[config.mk]
export PLATFORM = sky130hd
export DESIGN_NAME = traffic_btn_cond
export DESIGN_NICKNAME = d
export VERILOG_FILES = /design/src/rtl/traffic_btn_cond.sv
export SDC_FILE = /design/constraint.sdc
export NUM_CORES = 1
export LEC_CHECK = 0
export BUFFER_PORTS_ARGS = -buffer_cell sky130_fd_sc_hd__buf_2
export CAP_MARGIN = 20
export CORE_MARGIN = 5
export CORE_UTILIZATION = 34
export DETAILED_ROUTE_END_ITERATION = 10
export GPL_TIMING_DRIVEN = 0
export MAX_ROUTING_LAYER = met4
export PLACE_DENSITY = 0.62
export SYNTH_ARGS = -nofsm -noshare
export SYNTH_HDL_FRONTEND = slang
export SYNTH_HIERARCHICAL = 1
export SYNTH_SLANG_ARGS = --single-unit
[constraint.sdc]
create_clock -name clk -period 1.6 [get_ports clk]
set_input_delay 0.24 -clock clk [delete_from_list [all_inputs] [get_ports clk]]
set_output_delay 0.24 -clock clk [all_outputs]
set_load 0.1 [all_outputs]
[src/rtl/traffic_btn_cond.sv]
// Button conditioner for the intersection light controller: synchronizes and
// debounces the raw mode/hold buttons and turns accepted presses into mode/hold levels.

module traffic_btn_cond_deb #(
    parameter int DEB_CYCLES = 16
) (
    input  logic clk,
    input  logic rst_n,
    input  logic i_raw_n,
    output logic o_db,
    output logic o_rise
);
    localparam int CW = (DEB_CYCLES > 2) ? $clog2(DEB_CYCLES) : 1;

    logic          r_sync1;
    logic          r_sync2;
    logic          r_db;
    logic [CW-1:0] r_cnt;
    logic          w_diff;
    logic          w_expire;

    assign w_diff   = (r_sync2 != r_db);
    assign w_expire = w_diff && (r_cnt == CW'(DEB_CYCLES - 1));

    // High when db is about to rise on this edge, so the consumer can act on the same edge.
    assign o_rise = w_expire && r_sync2;
    assign o_db   = r_db;

    always_ff @(posedge clk) begin
        if (!rst_n) begin
            r_sync1 <= 1'b0;
            r_sync2 <= 1'b0;
            r_db    <= 1'b0;
            r_cnt   <= '0;
        end else begin
            r_sync1 <= ~i_raw_n;
            r_sync2 <= r_sync1;
            if (!w_diff) begin
                r_cnt <= '0;
            end else if (w_expire) begin
                r_db  <= r_sync2;
                r_cnt <= '0;
            end else begin
                r_cnt <= r_cnt + 1'b1;
            end
        end
    end
endmodule

module traffic_btn_cond #(
    parameter int DEB_CYCLES  = 16,
    parameter int LONG_CYCLES = 200
) (
    input  logic       clk,
    input  logic       rst_n,
    input  logic       i_btn_mode_n,
    input  logic       i_btn_hold_n,
    output logic [1:0] o_mode,
    output logic       o_mode_chg,
    output logic       o_hold_req,
    output logic       o_hold_chg,
    output logic       o_mode_db,
    output logic       o_hold_db
);
    localparam int LW = $clog2(LONG_CYCLES + 1);

    logic          w_mode_db;
    logic          w_mode_rise;
    logic          w_hold_db;
    logic          w_hold_rise;
    logic [1:0]    w_mode_next;
    logic          w_long_fire;

    logic [1:0]    r_mode;
    logic          r_mode_chg;
    logic          r_hold_req;
    logic          r_hold_chg;
    logic [LW-1:0] r_long_cnt;

    traffic_btn_cond_deb #(.DEB_CYCLES(DEB_CYCLES)) u_deb_mode (
        .clk     (clk),
        .rst_n   (rst_n),
        .i_raw_n (i_btn_mode_n),
        .o_db    (w_mode_db),
        .o_rise  (w_mode_rise)
    );

    traffic_btn_cond_deb #(.DEB_CYCLES(DEB_CYCLES)) u_deb_hold (
        .clk     (clk),
        .rst_n   (rst_n),
        .i_raw_n (i_btn_hold_n),
        .o_db    (w_hold_db),
        .o_rise  (w_hold_rise)
    );

    always_comb begin
        w_mode_next = 2'b00;
        case (r_mode)
            2'b00:   w_mode_next = 2'b01;
            2'b01:   w_mode_next = 2'b10;
            default: w_mode_next = 2'b00;
        endcase
    end

    // Counter parks at LONG_CYCLES after firing, so one held press forces 00 only once.
    assign w_long_fire = w_mode_db && (r_long_cnt == LW'(LONG_CYCLES - 1));

    always_ff @(posedge clk) begin
        if (!rst_n) begin
            r_mode     <= 2'b00;
            r_mode_chg <= 1'b0;
            r_long_cnt <= '0;
        end else begin
            r_mode_chg <= 1'b0;
            if (w_mode_rise) begin
                r_mode     <= w_mode_next;
                r_mode_chg <= 1'b1;
                r_long_cnt <= '0;
            end else if (w_long_fire) begin
                r_mode     <= 2'b00;
                r_mode_chg <= 1'b1;
                r_long_cnt <= LW'(LONG_CYCLES);
            end else if (w_mode_db) begin
                if (r_long_cnt != LW'(LONG_CYCLES))
                    r_long_cnt <= r_long_cnt + 1'b1;
            end else begin
                r_long_cnt <= '0;
            end
        end
    end

    always_ff @(posedge clk) begin
        if (!rst_n) begin
            r_hold_req <= 1'b0;
            r_hold_chg <= 1'b0;
        end else begin
            r_hold_chg <= 1'b0;
            if (w_hold_rise) begin
                r_hold_req <= ~r_hold_req;
                r_hold_chg <= 1'b1;
            end
        end
    end

    assign o_mode     = r_mode;
    assign o_mode_chg = r_mode_chg;
    assign o_hold_req = r_hold_req;
    assign o_hold_chg = r_hold_chg;
    assign o_mode_db  = w_mode_db;
    assign o_hold_db  = w_hold_db;
endmodule

# Yosys cells after proc, flatten, opt, wreduce, memory -nomap -nowiden
# Cells that the tools add are included.
dict set report classes {
  n_addsub 3
  multipliers 0
  div 0
  n_lt_le_gt_ge 0
  n_eq_ne 8
  n_shift 0
  muxes 9
  n_bitwise 7
  n_reduce_logical 13
}
# cell n
set ops {}
lappend ops {{2-to-1 mux 8 bit} 3}
lappend ops {{adder 4 x 1 -> 4 bit, second input constant} 2}
lappend ops {{adder 8 x 1 -> 8 bit, second input constant} 1}
lappend ops {{== test 4 bit, second input constant} 2}
lappend ops {{== test 8 bit, second input constant} 1}
lappend ops {{inequality test 8 bit, second input constant} 1}
lappend ops {{inverter 1 bit} 7}
lappend ops {{OR reduction 3 bit} 2}
lappend ops {{logical AND 1 bit} 5}
lappend ops {{2-to-1 mux 2 bit} 2}
lappend ops {{one-hot mux 2 bit (2 select lines)} 1}
lappend ops {{AND reduction 2 bit} 2}
lappend ops {{OR reduction 4 bit} 1}
lappend ops {{2-to-1 mux 1 bit} 3}
lappend ops {{inequality test 3 bit, second input constant} 1}
lappend ops {{== test 2 x 1 -> 1 bit, second input constant} 1}
lappend ops {{zero test 2 bit} 1}
lappend ops {{inequality test 1 bit} 2}
lappend ops {{nonzero test 2 bit} 1}
lappend ops {{OR reduction 2 bit} 1}
dict set report totals {
  regBits 27
  latch_bits 0
  ramBits 0
  rom_bits 0
  inputBits 4
  word_cells 54
  n_memories 0
}

# Depth between registers and ports, before layout
# Gate-level depths: netlist (run 1).
dict set report logic_depth {
  depth_word 4
  depth_mapped 6
}

# Modules after synthesis
# The synthesis (run 1) kept the hierarchy.
# module instances cells_per_inst area_per_inst_um2
set by_module_without_submodules {}
lappend by_module_without_submodules {traffic_btn_cond 1 67 604.3}
lappend by_module_without_submodules {traffic_btn_cond_deb 2 24 252.7}

# Worst setup path after synthesis (run 1)
# Ideal clock, no wire load.
dict set report synth_path {
  path_type {register to register}
  startpoint {reg u_deb_mode.r_db (netlist: u_deb_mode/o_db)}
  endpoint {reg r_long_cnt[0]}
  t_arrival_ns 1.864
  path_slack_ns -0.352
  stages_incl_launch_ff 5
  path_buffers 0
  cell_sequence {dfxtp_1 -> nor3b_1 -> and2b_1 -> nand2_1 -> o31ai_1}
}
dict set report synth_between {
  elab_chain_len 4
  elab_cells_between_ends 6
}
# item line
set synth_lines {}
lappend synth_lines {{start: declaration} 17} ;# logic r_db;
lappend synth_lines {{start signal: assignment} 41} ;# r_db <= r_sync2;
lappend synth_lines {{inequality test 1 bit} 22} ;# assign w_diff = (r_sync2 != r_db);
lappend synth_lines {{logical AND 1 bit} 23} ;# assign w_expire = w_diff && (r_cnt == CW'(DEB_CYCLES - 1));
lappend synth_lines {{logical AND 1 bit} 26} ;# assign o_rise = w_expire && r_sync2;
lappend synth_lines {{net w_mode_rise} 68} ;# logic w_mode_rise;
lappend synth_lines {{OR reduction 4 bit (no line)} --}
lappend synth_lines {{end signal: assignment} 122} ;# r_long_cnt <= LW'(LONG_CYCLES);
lappend synth_lines {{end signal: assignment} 125} ;# r_long_cnt <= r_long_cnt + 1'b1;
lappend synth_lines {{end: declaration} 78} ;# logic [LW-1:0] r_long_cnt;
# The timed path passes the listed nets, and every way through them passes these cells.
# A chain may end at the register's enable or synchronous reset.

# Worst setup path in the final report (run 1)
dict set report layout_path {
  startpoint {reg u_deb_mode.r_cnt[0]}
  endpoint {reg r_long_cnt[0]}
}
dict set report layout_between {
  elab_chain_len 4
}
# item line
set layout_lines {}
lappend layout_lines {{start: declaration} 18} ;# logic [CW-1:0] r_cnt;
lappend layout_lines {{start signal: assignment} 44} ;# r_cnt <= r_cnt + 1'b1;
lappend layout_lines {{== test 4 bit} 23}
lappend layout_lines {{logical AND 1 bit} 23}
lappend layout_lines {{logical AND 1 bit} 26}
lappend layout_lines {{net w_mode_rise} 68}
lappend layout_lines {{OR reduction 4 bit (no line)} --}
# The timed path passes the listed nets, and every way through them passes these cells.

==> impl_metrics.json, run 1 <==
{
  "drtIter0Drc": 11,
  "htreeDepth": 1,
  "cts.path.max_buffers": 2,
  "synth_cells": 115,
  "fin_crit_sh_pct": 95.2,
  "power.density_nw_per_um2": 787,
  "num_vias": 827,
  "place.gp.congestion": 0.727,
  "grt.overflow.total": 0,
  "antennaDiodeCount": 0,
  "max_slew_margin_pct": 67.7,
  "status": "complete, no violations",
  "grt_max_degree": 18,
  "worstSetupStartpointType": "register",
  "area_delta_synth_final_pct": 15.2,
  "power_mw": 1.01,
  "ctsRootBufferMaster": "clkbuf_4",
  "cts_buffers": 3,
  "crit_type": "register to register",
  "cp_data_required_time_ns": 1.83,
  "post-dp-hpwl_um": 1370,
  "reg2reg_slack_ns": 0.08,
  "synth_ff_type": "dfxtp_1",
  "path_cells": "ha_1, nand3_2, nor3b_4, and2b_2, nand2_4, o31ai_1",
  "cts_tree": "done",
  "dr.max_layer_used": "met3",
  "dieWidth_um": 67.1,
  "r2r_end": "r_long_cnt[0]$_SDFFE_PP0N_",
  "grt_pass1_vias": 874,
  "setup_tns_ns": 0,
  "synth_edf_count": 0,
  "peakVddDrop_mv": 0.455,
  "seq_area_frac_synth_pct": 48.7,
  "drv_slew": 0,
  "die_height_um": 67.1,
  "grt_pass1_wl_um": 3390,
  "slowest_stage": "dfxtp_2",
  "yosysUniqueCellTypes": 31,
  "routed_wirelength_um": 1850,
  "holdCritPathClass": "primary input to register",
  "synth-seq-cells": 27,
  "cpPeakStageDelay_ns": 0.37,
  "ant_nets": 0,
  "syn-cell-area_um2": 1110,
  "wire_per_inst_um": 10.7,
  "synthArstFlopShare_pct": 0,
  "worstSkewPairLatency_ns": 0.33,
  "wl_met2_um": 949,
  "dieArea_um2": 4510,
  "io-pin-count": 11,
  "cap_violations": 0,
  "setup_violations": 0,
  "wl_met1_um": 856,
  "io_buffers": 10,
  "routed_via_density": 4.78,
  "start_util_pct": 35.8,
  "antenna_found_initial": 0,
  "crit_fanout": 7,
  "postCtsSetupBuffers": 0,
  "yosys_warnings": 6,
  "rows": 20,
  "clk_pin_slew_ns": 0.15,
  "skew_ns": 0.0131,
  "r2r_cells": 6,
  "cts_sinks": 27,
  "crit_start": "u_deb_mode/r_cnt[0]$_SDFF_PP0_",
  "syn-mean-instance-area_um2": 9.65,
  "period_minus_slack_ns": 1.52,
  "cp-end-kind": "register",
  "route.detailed.drc": 0,
  "critPathArrivalTime_ns": 1.76,
  "fmax_mhz": 657,
  "core_area_um2": 3100,
  "critical_path.endpoint": "r_long_cnt[0]$_SDFFE_PP0N_",
  "drive_gt1_share_pct": 20.9,
  "tightest_slew_ns": 0.487,
  "grt_use_total_pct": 9.86,
  "synth_nets": 123,
  "wl_met3_um": 46,
  "power_leakage_nw": 0.512,
  "timing.rr.start": "u_deb_mode/r_cnt[0]$_SDFF_PP0_",
  "hold_viol": 0,
  "nets": 138,
  "dr.pass1.iters": 4
}
per-layer routing:
layer / vias to the layer above / GRT usage (%)
li1: 425 / -
met1: 394 / 10.6
met2: 8 / 17.5
met3: 0 / 1.66
met4: 0 / 4.56
met5: - / -
synthesized netlist by cell type (2+ instances only):
library cell / count / area share [%]
nand2_1: 7 / 2.4
nor3b_1: 2 / 1.4
nand3_1: 8 / 3.6
inv_1: 5 / 1.7
o21ai_0: 4 / 1.8
a21oi_1: 5 / 2.3
nor2_1: 8 / 2.7
dfxtp_1: 27 / 49
ha_1: 4 / 4.5
nor3_1: 3 / 1.4
nand3b_1: 2 / 1.4
mux2i_1: 2 / 1.8
or3_1: 3 / 1.7
nand4_1: 3 / 1.7
xor2_1: 9 / 7.1
and3_2: 2 / 1.4
nor2b_1: 4 / 2.3
and2_1: 4 / 2.3
flip-flops by register name (all words and copies together), names as in the netlist, 2 cells and up:
register          flops
r_long_cnt            8
u_deb_hold/r_cnt      4
u_deb_mode/r_cnt      4
o_mode                2
final cells by class:
type / instances / area, µm²
Sequential cell: 27 / 543
Tap cell: 44 / 55.1
Inverter: 5 / 18.8
Fill cell: 327 / 1820
Multi-Input combinational cell: 82 / 576
Clock inverter: 1 / 8.76
Buffer: 1 / 5.00
Timing Repair Buffer: 10 / 50.0
Clock buffer: 3 / 22.5
where the power goes:
part / switching, mW / total (mW) / internal, mW
combinational: 0.0108 / 0.0204 / 0.00963
sequential: 0.00345 / 0.682 / 0.679
clock: 0.202 / 0.304 / 0.102
per-stage QoR:
stage	util [%]	cell area [µm²]	hold WS [ns]	std cells	worst slack, ns
final	41.2	1280	0.0365	173	0.0774
after global routing	41.2	1280	0.0164	173	-0.00791
after CTS	40.4	1250	0.0228	173	0.0186
after detailed placement	39.2	1220	0.399	169	-0.183
after global placement	39.2	1220	0.398	169	-0.145
after floorplan	-	1110	0.312	115	0.0114
repair_timing:
| action | CTS | global route |
|---|---|---|
| pin swaps | 1 | 1 |
| endpoints found under the setup margin | 9 | 8 |
| hold endpoints to repair | 0 | 0 |
| hold buffers | 0 | 0 |
| gates resized for setup | 2 | 6 |
cells in the final DEF, fill, tap and decap left out, types with 2 or more instances in the layout:
cell type	synthesis	final
a21oi_1	5	5
buf_2	1	11
dfxtp_1	27	25
mux2i_1	2	2
nand4_1	3	3
nand2_1	7	6
nand3_1	8	7
inv_1	5	5
dfxtp_2	0	2
or3_1	3	3
nor2_1	8	8
nand3_2	1	2
xor2_1	9	9
ha_1	4	4
nor2b_1	4	4
and2_1	4	4
o21ai_0	4	4
nor3_1	3	2
clkbuf_4	0	3
and3_2	2	2
nand3b_1	2	2
critical path: cells and delay by family, from the launching register on:
family                   cells  cell delay [ns]
adder cells (fa/ha/maj)      1             0.20
AND/OR/NAND/NOR              4             0.80
AO/OA/AOI/OAI                1             0.08
flip-flops                   1             0.37
how the worst min path moves through the flow:
stage                             from                            end  slack, ns  cells past startpoint
after CTS                 i_btn_hold_n  u_deb_hold/r_sync1$_SDFF_PN0_       0.02                      2
after global placement    i_btn_hold_n  u_deb_hold/r_sync1$_SDFF_PN0_       0.40                      2
after detailed placement  i_btn_hold_n  u_deb_hold/r_sync1$_SDFF_PN0_       0.40                      2
final                     i_btn_hold_n  u_deb_hold/r_sync1$_SDFF_PN0_       0.04                      2
after global routing      i_btn_mode_n  u_deb_mode/r_sync1$_SDFF_PN0_       0.02                      2
after floorplan           i_btn_hold_n  u_deb_hold/r_sync1$_SDFF_PN0_       0.31                      1
cell families after synthesis:
| family | Yosys count | share of synthesized area [%] |
|---|---|---|
| simple gates | 53 | 28.0 |
| buf+inv | 6 | 2.14 |
| fa+ha+maj | 4 | 4.51 |
| mux | 2 | 1.80 |
| xor+xnor | 10 | 7.89 |
| compound gates | 13 | 6.99 |
| flops | 27 | 48.7 |
Power figures use the tool's default switching activity.
==> run 2, diff against run 1 <==
==> constraint.sdc (replaced) <==
create_clock -name clk -period 1.6 [get_ports clk]
set_input_delay 0.24 -clock clk [delete_from_list [all_inputs] [get_ports clk]]
set_output_delay 0.24 -clock clk [all_outputs]
set_load 0.02 [all_outputs]
==> impl_metrics.json, run 2 (synthesized netlist as in run 1, its figures left out) <==
{
  "power_frac_seq_pct": 67.5,
  "cap_violations": 0,
  "dieArea_um2": 4510,
  "switching_share_pct": 21.9,
  "dpl_worst_slack_ns": -0.158,
  "final_cell_mix": "25 x dfxtp_1, 11 x buf_2, 9 x xor2_1",
  "hp-start": "i_btn_hold_n",
  "clockPowerShare_pct": 30.6,
  "tightest_slew_ns": 0.363,
  "die_height_um": 67.1,
  "fin_crit_sh_pct": 92.1,
  "holdCritPathClass": "primary input to register",
  "max_slew_margin_pct": 75.6,
  "io_buffers": 10,
  "nets": 139,
  "route.detailed.drc": 0,
  "critPathArrivalTime_ns": 1.70,
  "skew_ns": 0.00717,
  "setup_slack_ns": 0.126,
  "htreeDepth": 1,
  "cpPeakStageDelay_ns": 0.37,
  "path_cells": "ha_1, nand3_2, nor3b_2, and2b_2, nand2_4, o31ai_1",
  "ctsRootBufferMaster": "clkbuf_4",
  "top_regs": "r_long_cnt: 8 flops, u_deb_hold/r_cnt: 4 flops, u_deb_mode/r_cnt: 4 flops",
  "drtIter0Drc": 22,
  "period_minus_slack_ns": 1.47,
  "fmax_mhz": 679,
  "place.gp.congestion": 0.745,
  "drv_slew": 0,
  "clk_pin_slew_ns": 0.15,
  "slowest_stage": "dfxtp_2",
  "crit_fanout": 7,
  "p_comb_share_pct": 1.9,
  "cp_data_required_time_ns": 1.83,
  "worstSetupStartpointType": "register",
  "core_area_um2": 3100,
  "grt_max_degree": 18,
  "crit_start": "u_deb_mode/r_cnt[0]$_SDFF_PP0_",
  "io-pin-count": 11,
  "wl_met3_um": 70,
  "post-dp-hpwl_um": 1310,
  "dr.pass1.iters": 4,
  "drive_gt1_share_pct": 20.8,
  "dr.max_layer_used": "met4",
  "antennaDiodeCount": 0,
  "num_vias": 816,
  "area_delta_synth_final_pct": 14.9,
  "start_util_pct": 35.8,
  "cp-end-kind": "register",
  "dieWidth_um": 67.1,
  "power.density_nw_per_um2": 793,
  "final_common_cell": "dfxtp_1",
  "holdBufCountCts": 0,
  "regMostFlops": "r_long_cnt",
  "rows": 20,
  "setup_violations": 0,
  "power_leakage_nw": 0.517,
  "p_int_mw": 0.790,
  "routed_via_density": 4.69,
  "wire_per_inst_um": 10.2,
  "routed_wirelength_um": 1770,
  "post-route-util_pct": 41.1,
  "peakVddDrop_mv": 0.465,
  "status": "complete, no violations",
  "cts_buffers": 3,
  "rsz0062_at_grt": "no",
  "antenna_found_initial": 0,
  "grt_use_total_pct": 9.27,
  "wl_met2_um": 814,
  "wl_met1_um": 866,
  "cts.path.max_buffers": 2,
  "grt_pass1_vias": 765,
  "largest_reg_flops": 8,
  "hold_viol": 0,
  "switchingPower_mw": 0.221,
  "cts_tree": "done",
  "grt_pass1_wl_um": 3120,
  "grt.overflow.total": 0,
  "worstSkewPairLatency_ns": 0.33,
  "timing.rr.start": "u_deb_mode/r_cnt[0]$_SDFF_PP0_",
  "crit_type": "register to register",
  "cts_sinks": 27,
  "ant_nets": 0
}
run 2: cell count changes in the layout (fill, tap and decap cells not counted), sizes merged:
cell	change
buf	+1
run 2: area by class of cell:
cell class | count | area (µm²)
flip-flops and latches | 27 | 543
well taps | 44 | 55.1
plain buffers | 1 | 5.00
repair buffers | 11 | 57.6
inverters | 5 | 18.8
multi-input cells | 82 | 564
fillers | 326 | 1830
clock buffers | 3 | 22.5
clock inverters | 1 | 8.76
run 2: final timing paths:
kind,slack (ns),cells past startpoint,end
max,0.13,6,r_long_cnt[0]$_SDFFE_PP0N_
min,0.04,2,u_deb_hold/r_sync1$_SDFF_PN0_
max reg2reg,0.13,6,r_long_cnt[0]$_SDFFE_PP0N_
min reg2reg,0.42,1,u_deb_mode/r_cnt[0]$_SDFF_PP0_
run 2: per-layer routing:
layer	vias to the layer above	global-route usage (%)
met5	-	-
met4	0	2.28
met1	376	10.6
met2	9	15.0
met3	2	3.99
li1	429	-
run 2: power groups by stage:
stage	registers (mW)	clock network (mW)	logic, mW
6_report	0.682	0.309	0.0196
5_1_grt	0.684	0.367	0.0228
2_1_floorplan	0.696	0	0.00981
3_3_place_gp	0.696	0	0.0185
3_5_place_dp	0.697	0	0.0189
4_1_cts	0.683	0.322	0.0192
run 2: metrics by stage:
step                total power, mW  hold slack, ns  cells  area (µm²)  setup TNS, ns
finish                         1.01          0.0381    174        1270              0
global route                   1.07         0.00507    174        1270              0
CTS                            1.02          0.0268    173        1250              0
detailed placement            0.716           0.405    169        1210         -0.897
global placement              0.715           0.399    169        1210         -0.858
floorplan                     0.706           0.312    115        1110              0
run 2: what timing repair did:
action                                 CTS  global route
gates resized for setup                  2             5
buffers inserted                         0             1
setup endpoints to repair                9             9
pin swaps                                1             1
endpoints found under the hold margin    0             0
run 2: worst max-delay path, delay by kind of cell (launching register included):
kind	cells	cell delay (ns)
AOI/OAI and AO/OA	1	0.08
DFF	1	0.37
adders and majority gates	1	0.19
and+or+nand+nor	4	0.74
==> run 3, diff against run 2 <==
--- a/config.mk
+++ b/config.mk
@@ -5,6 +5,7 @@
 export SDC_FILE = /design/constraint.sdc
 export NUM_CORES = 1
 export LEC_CHECK = 0
+export ABC_AREA = 1
 export BUFFER_PORTS_ARGS = -buffer_cell sky130_fd_sc_hd__buf_2
 export CAP_MARGIN = 20
 export CORE_MARGIN = 5
@@ -12,7 +13,8 @@
 export DETAILED_ROUTE_END_ITERATION = 10
 export GPL_TIMING_DRIVEN = 0
 export MAX_ROUTING_LAYER = met4
-export PLACE_DENSITY = 0.62
+export PLACE_DENSITY = 0.61
+export SKIP_CTS_REPAIR_TIMING = 1
 export SYNTH_ARGS = -nofsm -noshare
 export SYNTH_HDL_FRONTEND = slang
 export SYNTH_HIERARCHICAL = 1
==> impl_metrics.json, run 3 <==
{
  "post-route-util_pct": 39.8,
  "switching_share_pct": 21.5,
  "antenna_found_initial": 0,
  "tightest_slew_ns": 0.221,
  "htreeDepth": 1,
  "synth-seq-cells": 27,
  "synth_cells": 160,
  "cts_sinks": 27,
  "final_common_cell": "nand2_1",
  "hp-start": "i_btn_hold_n",
  "skew_ns": 0.00133,
  "synth_common_cells": "36 x nand2_1, 27 x dfxtp_1, 26 x nor2_1, 25 x inv_1, 8 x nand3_1",
  "post-synth-top-count-cell": "nand2_1",
  "synthAdderAreaFrac_pct": 4.21,
  "yosys_warnings": 6,
  "dpl_worst_slack_ns": 0.129,
  "r2r_cells": 8,
  "crit_fanout": 5,
  "core_area_um2": 3360,
  "dieArea_um2": 4780,
  "muxShareOfSynthArea_pct": 0,
  "synthXorXnorAreaFrac_pct": 3.68,
  "grt_pass1_vias": 873,
  "synthSimpleGateAreaFrac_pct": 32.6,
  "power.density_nw_per_um2": 746,
  "worstSetupStartpointType": "register",
  "die_height_um": 69.2,
  "yosysUniqueCellTypes": 20,
  "rsz0062_at_grt": "no",
  "routed_via_density": 4.24,
  "drive_gt1_share_pct": 17.1,
  "switchingPower_mw": 0.215,
  "rows": 21,
  "top_regs": "r_long_cnt: 8 flops, u_deb_hold/r_cnt: 4 flops, u_deb_mode/r_cnt: 4 flops",
  "start_util_pct": 35.4,
  "synth_compound_area_share_pct": 5.89,
  "ant_nets": 0,
  "syn-cell-area_um2": 1190,
  "nets": 184,
  "drtIter0Drc": 12,
  "num_vias": 938,
  "fmax_mhz": 692,
  "crit_type": "register to register",
  "cts.path.max_buffers": 2,
  "peakVddDrop_mv": 0.416,
  "synth_top_family_by_area": "simple AND/OR/NAND/NOR gates",
  "p_int_mw": 0.785,
  "fin_crit_sh_pct": 90.3,
  "cap_violations": 0,
  "reg2reg_slack_ns": 0.16,
  "clk_pin_slew_ns": 0.14,
  "dr.pass1.iters": 4,
  "worstSkewPairLatency_ns": 0.32,
  "largest_reg_flops": 8,
  "period_minus_slack_ns": 1.44,
  "status": "complete, no violations",
  "hold_depth": 2,
  "n_fill_cell": 392,
  "synth.area.top_cells": "dfxtp_1 45%, nand2_1 11%, nor2_1 8.2%, inv_1 7.9%, ha_1 4.2%",
  "cts_buffers": 3,
  "routed_wirelength_um": 1870,
  "p_comb_share_pct": 2.2,
  "syn-mean-instance-area_um2": 7.44,
  "ctsRootBufferMaster": "clkbuf_4",
  "cp-end-kind": "register",
  "synth_edf_count": 0,
  "final_cell_mix": "35 x nand2_1, 25 x inv_1, 25 x nor2_1, 25 x dfxtp_1, 10 x buf_2",
  "cts_tree": "done",
  "synthArstFlopShare_pct": 0,
  "r2r_end": "r_long_cnt[2]$_SDFFE_PP0N_",
  "io-pin-count": 11,
  "cp_data_required_time_ns": 1.86,
  "post-dp-hpwl_um": 1410,
  "power_frac_seq_pct": 68.3,
  "grt.overflow.total": 0,
  "critPathArrivalTime_ns": 1.70,
  "antennaDiodeCount": 0,
  "synth_ff_type": "dfxtp_1",
  "setup_violations": 0,
  "wire_per_inst_um": 8.45,
  "holdCritPathClass": "primary input to register",
  "power_mw": 0.999,
  "seq_area_frac_synth_pct": 45.4,
  "regMostFlops": "r_long_cnt",
  "timing.rr.start": "u_deb_mode/r_cnt[0]$_SDFF_PP0_",
  "clockPowerShare_pct": 29.6,
  "dieWidth_um": 69.2,
  "power_leakage_nw": 0.598,
  "area_delta_synth_final_pct": 12.5,
  "grt_max_degree": 15,
  "route.detailed.drc": 0,
  "drv_slew": 0,
  "synth_top_area_share_pct": 45.4,
  "synth_nets": 168,
  "max_slew_margin_pct": 85.3,
  "setup_tns_ns": 0,
  "yosys.area.top_type": "dfxtp_1",
  "hold_viol": 0,
  "grt_pass1_wl_um": 3550,
  "worstHoldEndpoint": "u_deb_hold/r_sync1$_SDFF_PN0_",
  "io_buffers": 10,
  "grt_use_total_pct": 9.08,
  "place.gp.congestion": 0.727,
  "hold_slack_ns": 0.0450,
  "setup_slack_ns": 0.156
}
==> run 3: changes by cell type in the layout (fill, tap and decap cells not counted), sizes merged, moves of 4 or more <==
| cell | change |
|---|---|
| inv | +20 |
| and2 | -4 |
| nor2b | -4 |
| nor2 | +21 |
| xor2 | -7 |
| nand2 | +34 |
==> run 3: worst max-delay path, cell delays in order (launching register included) <==
cell,delay (ns)
dfxtp_2,0.36
ha_1,0.23
nand3_2,0.11
nor2_1,0.06
inv_1,0.11
nand2_2,0.09
nor2_2,0.14
nand2_2,0.11
nor3_1,0.17
==> run 3: metrics by stage <==
stage	cells	cell area [µm²]
global route	221	1340
finish	221	1340
floorplan	160	1190
detailed placement	216	1300
global placement	216	1300
CTS	220	1320
==> run 3: kinds of logic (layout without fill, tap and decap cells) <==
family | Yosys count | in the layout
compound gates | 13 | 13
xor+xnor | 5 | 5
fa+ha+maj | 4 | 4
buf+inv | 26 | 41
flops | 27 | 27
simple gates | 85 | 85
==> run 3: power groups by stage <==
| stage | sequential (mW) | combinational (mW) | clock, mW |
|---|---|---|---|
| floorplan | 0.696 | 0.0119 | 0 |
| CTS | 0.682 | 0.0214 | 0.313 |
| detailed placement | 0.697 | 0.0213 | 0 |
| global route | 0.684 | 0.0273 | 0.345 |
| global placement | 0.697 | 0.0209 | 0 |
| finish | 0.682 | 0.0217 | 0.295 |
==> run 3: cell type report <==
type	count	area, µm²	area share [%]
Clock buffer	4	26.3	1.96
Inverter	26	97.6	7.29
Tap cell	46	57.6	4.30
Timing Repair Buffer	11	57.6	4.30
Sequential cell	27	543	40.6
Multi-Input combinational cell	107	557	41.6
==> run 3: metal layers <==
| metal | global-route usage [%] | wire length, µm | vias to the layer above |
|---|---|---|---|
| met5 | - | 0 | - |
| met4 | 4.56 | 43 | 0 |
| met3 | 2.18 | 57 | 5 |
| met2 | 13.8 | 750 | 11 |
| met1 | 11.2 | 1020 | 403 |
| li1 | - | - | 519 |
==> run 3: worst max path at each step <==
stage | slack (ns) | from | end | cells past startpoint
floorplan | 0.28 | u_deb_mode/o_db$_SDFFE_PN0P_ | r_long_cnt[2]$_SDFFE_PP0N_ | 8
global placement | 0.14 | u_deb_mode/r_cnt[0]$_SDFF_PP0_ | r_long_cnt[2]$_SDFFE_PP0N_ | 8
detailed placement | 0.13 | u_deb_mode/r_cnt[0]$_SDFF_PP0_ | r_long_cnt[2]$_SDFFE_PP0N_ | 8
CTS | 0.11 | u_deb_mode/r_cnt[0]$_SDFF_PP0_ | r_long_cnt[2]$_SDFFE_PP0N_ | 8
global route | 0.004 | u_deb_mode/r_cnt[0]$_SDFF_PP0_ | r_long_cnt[2]$_SDFFE_PP0N_ | 8
finish | 0.16 | u_deb_mode/r_cnt[0]$_SDFF_PP0_ | r_long_cnt[2]$_SDFFE_PP0N_ | 8
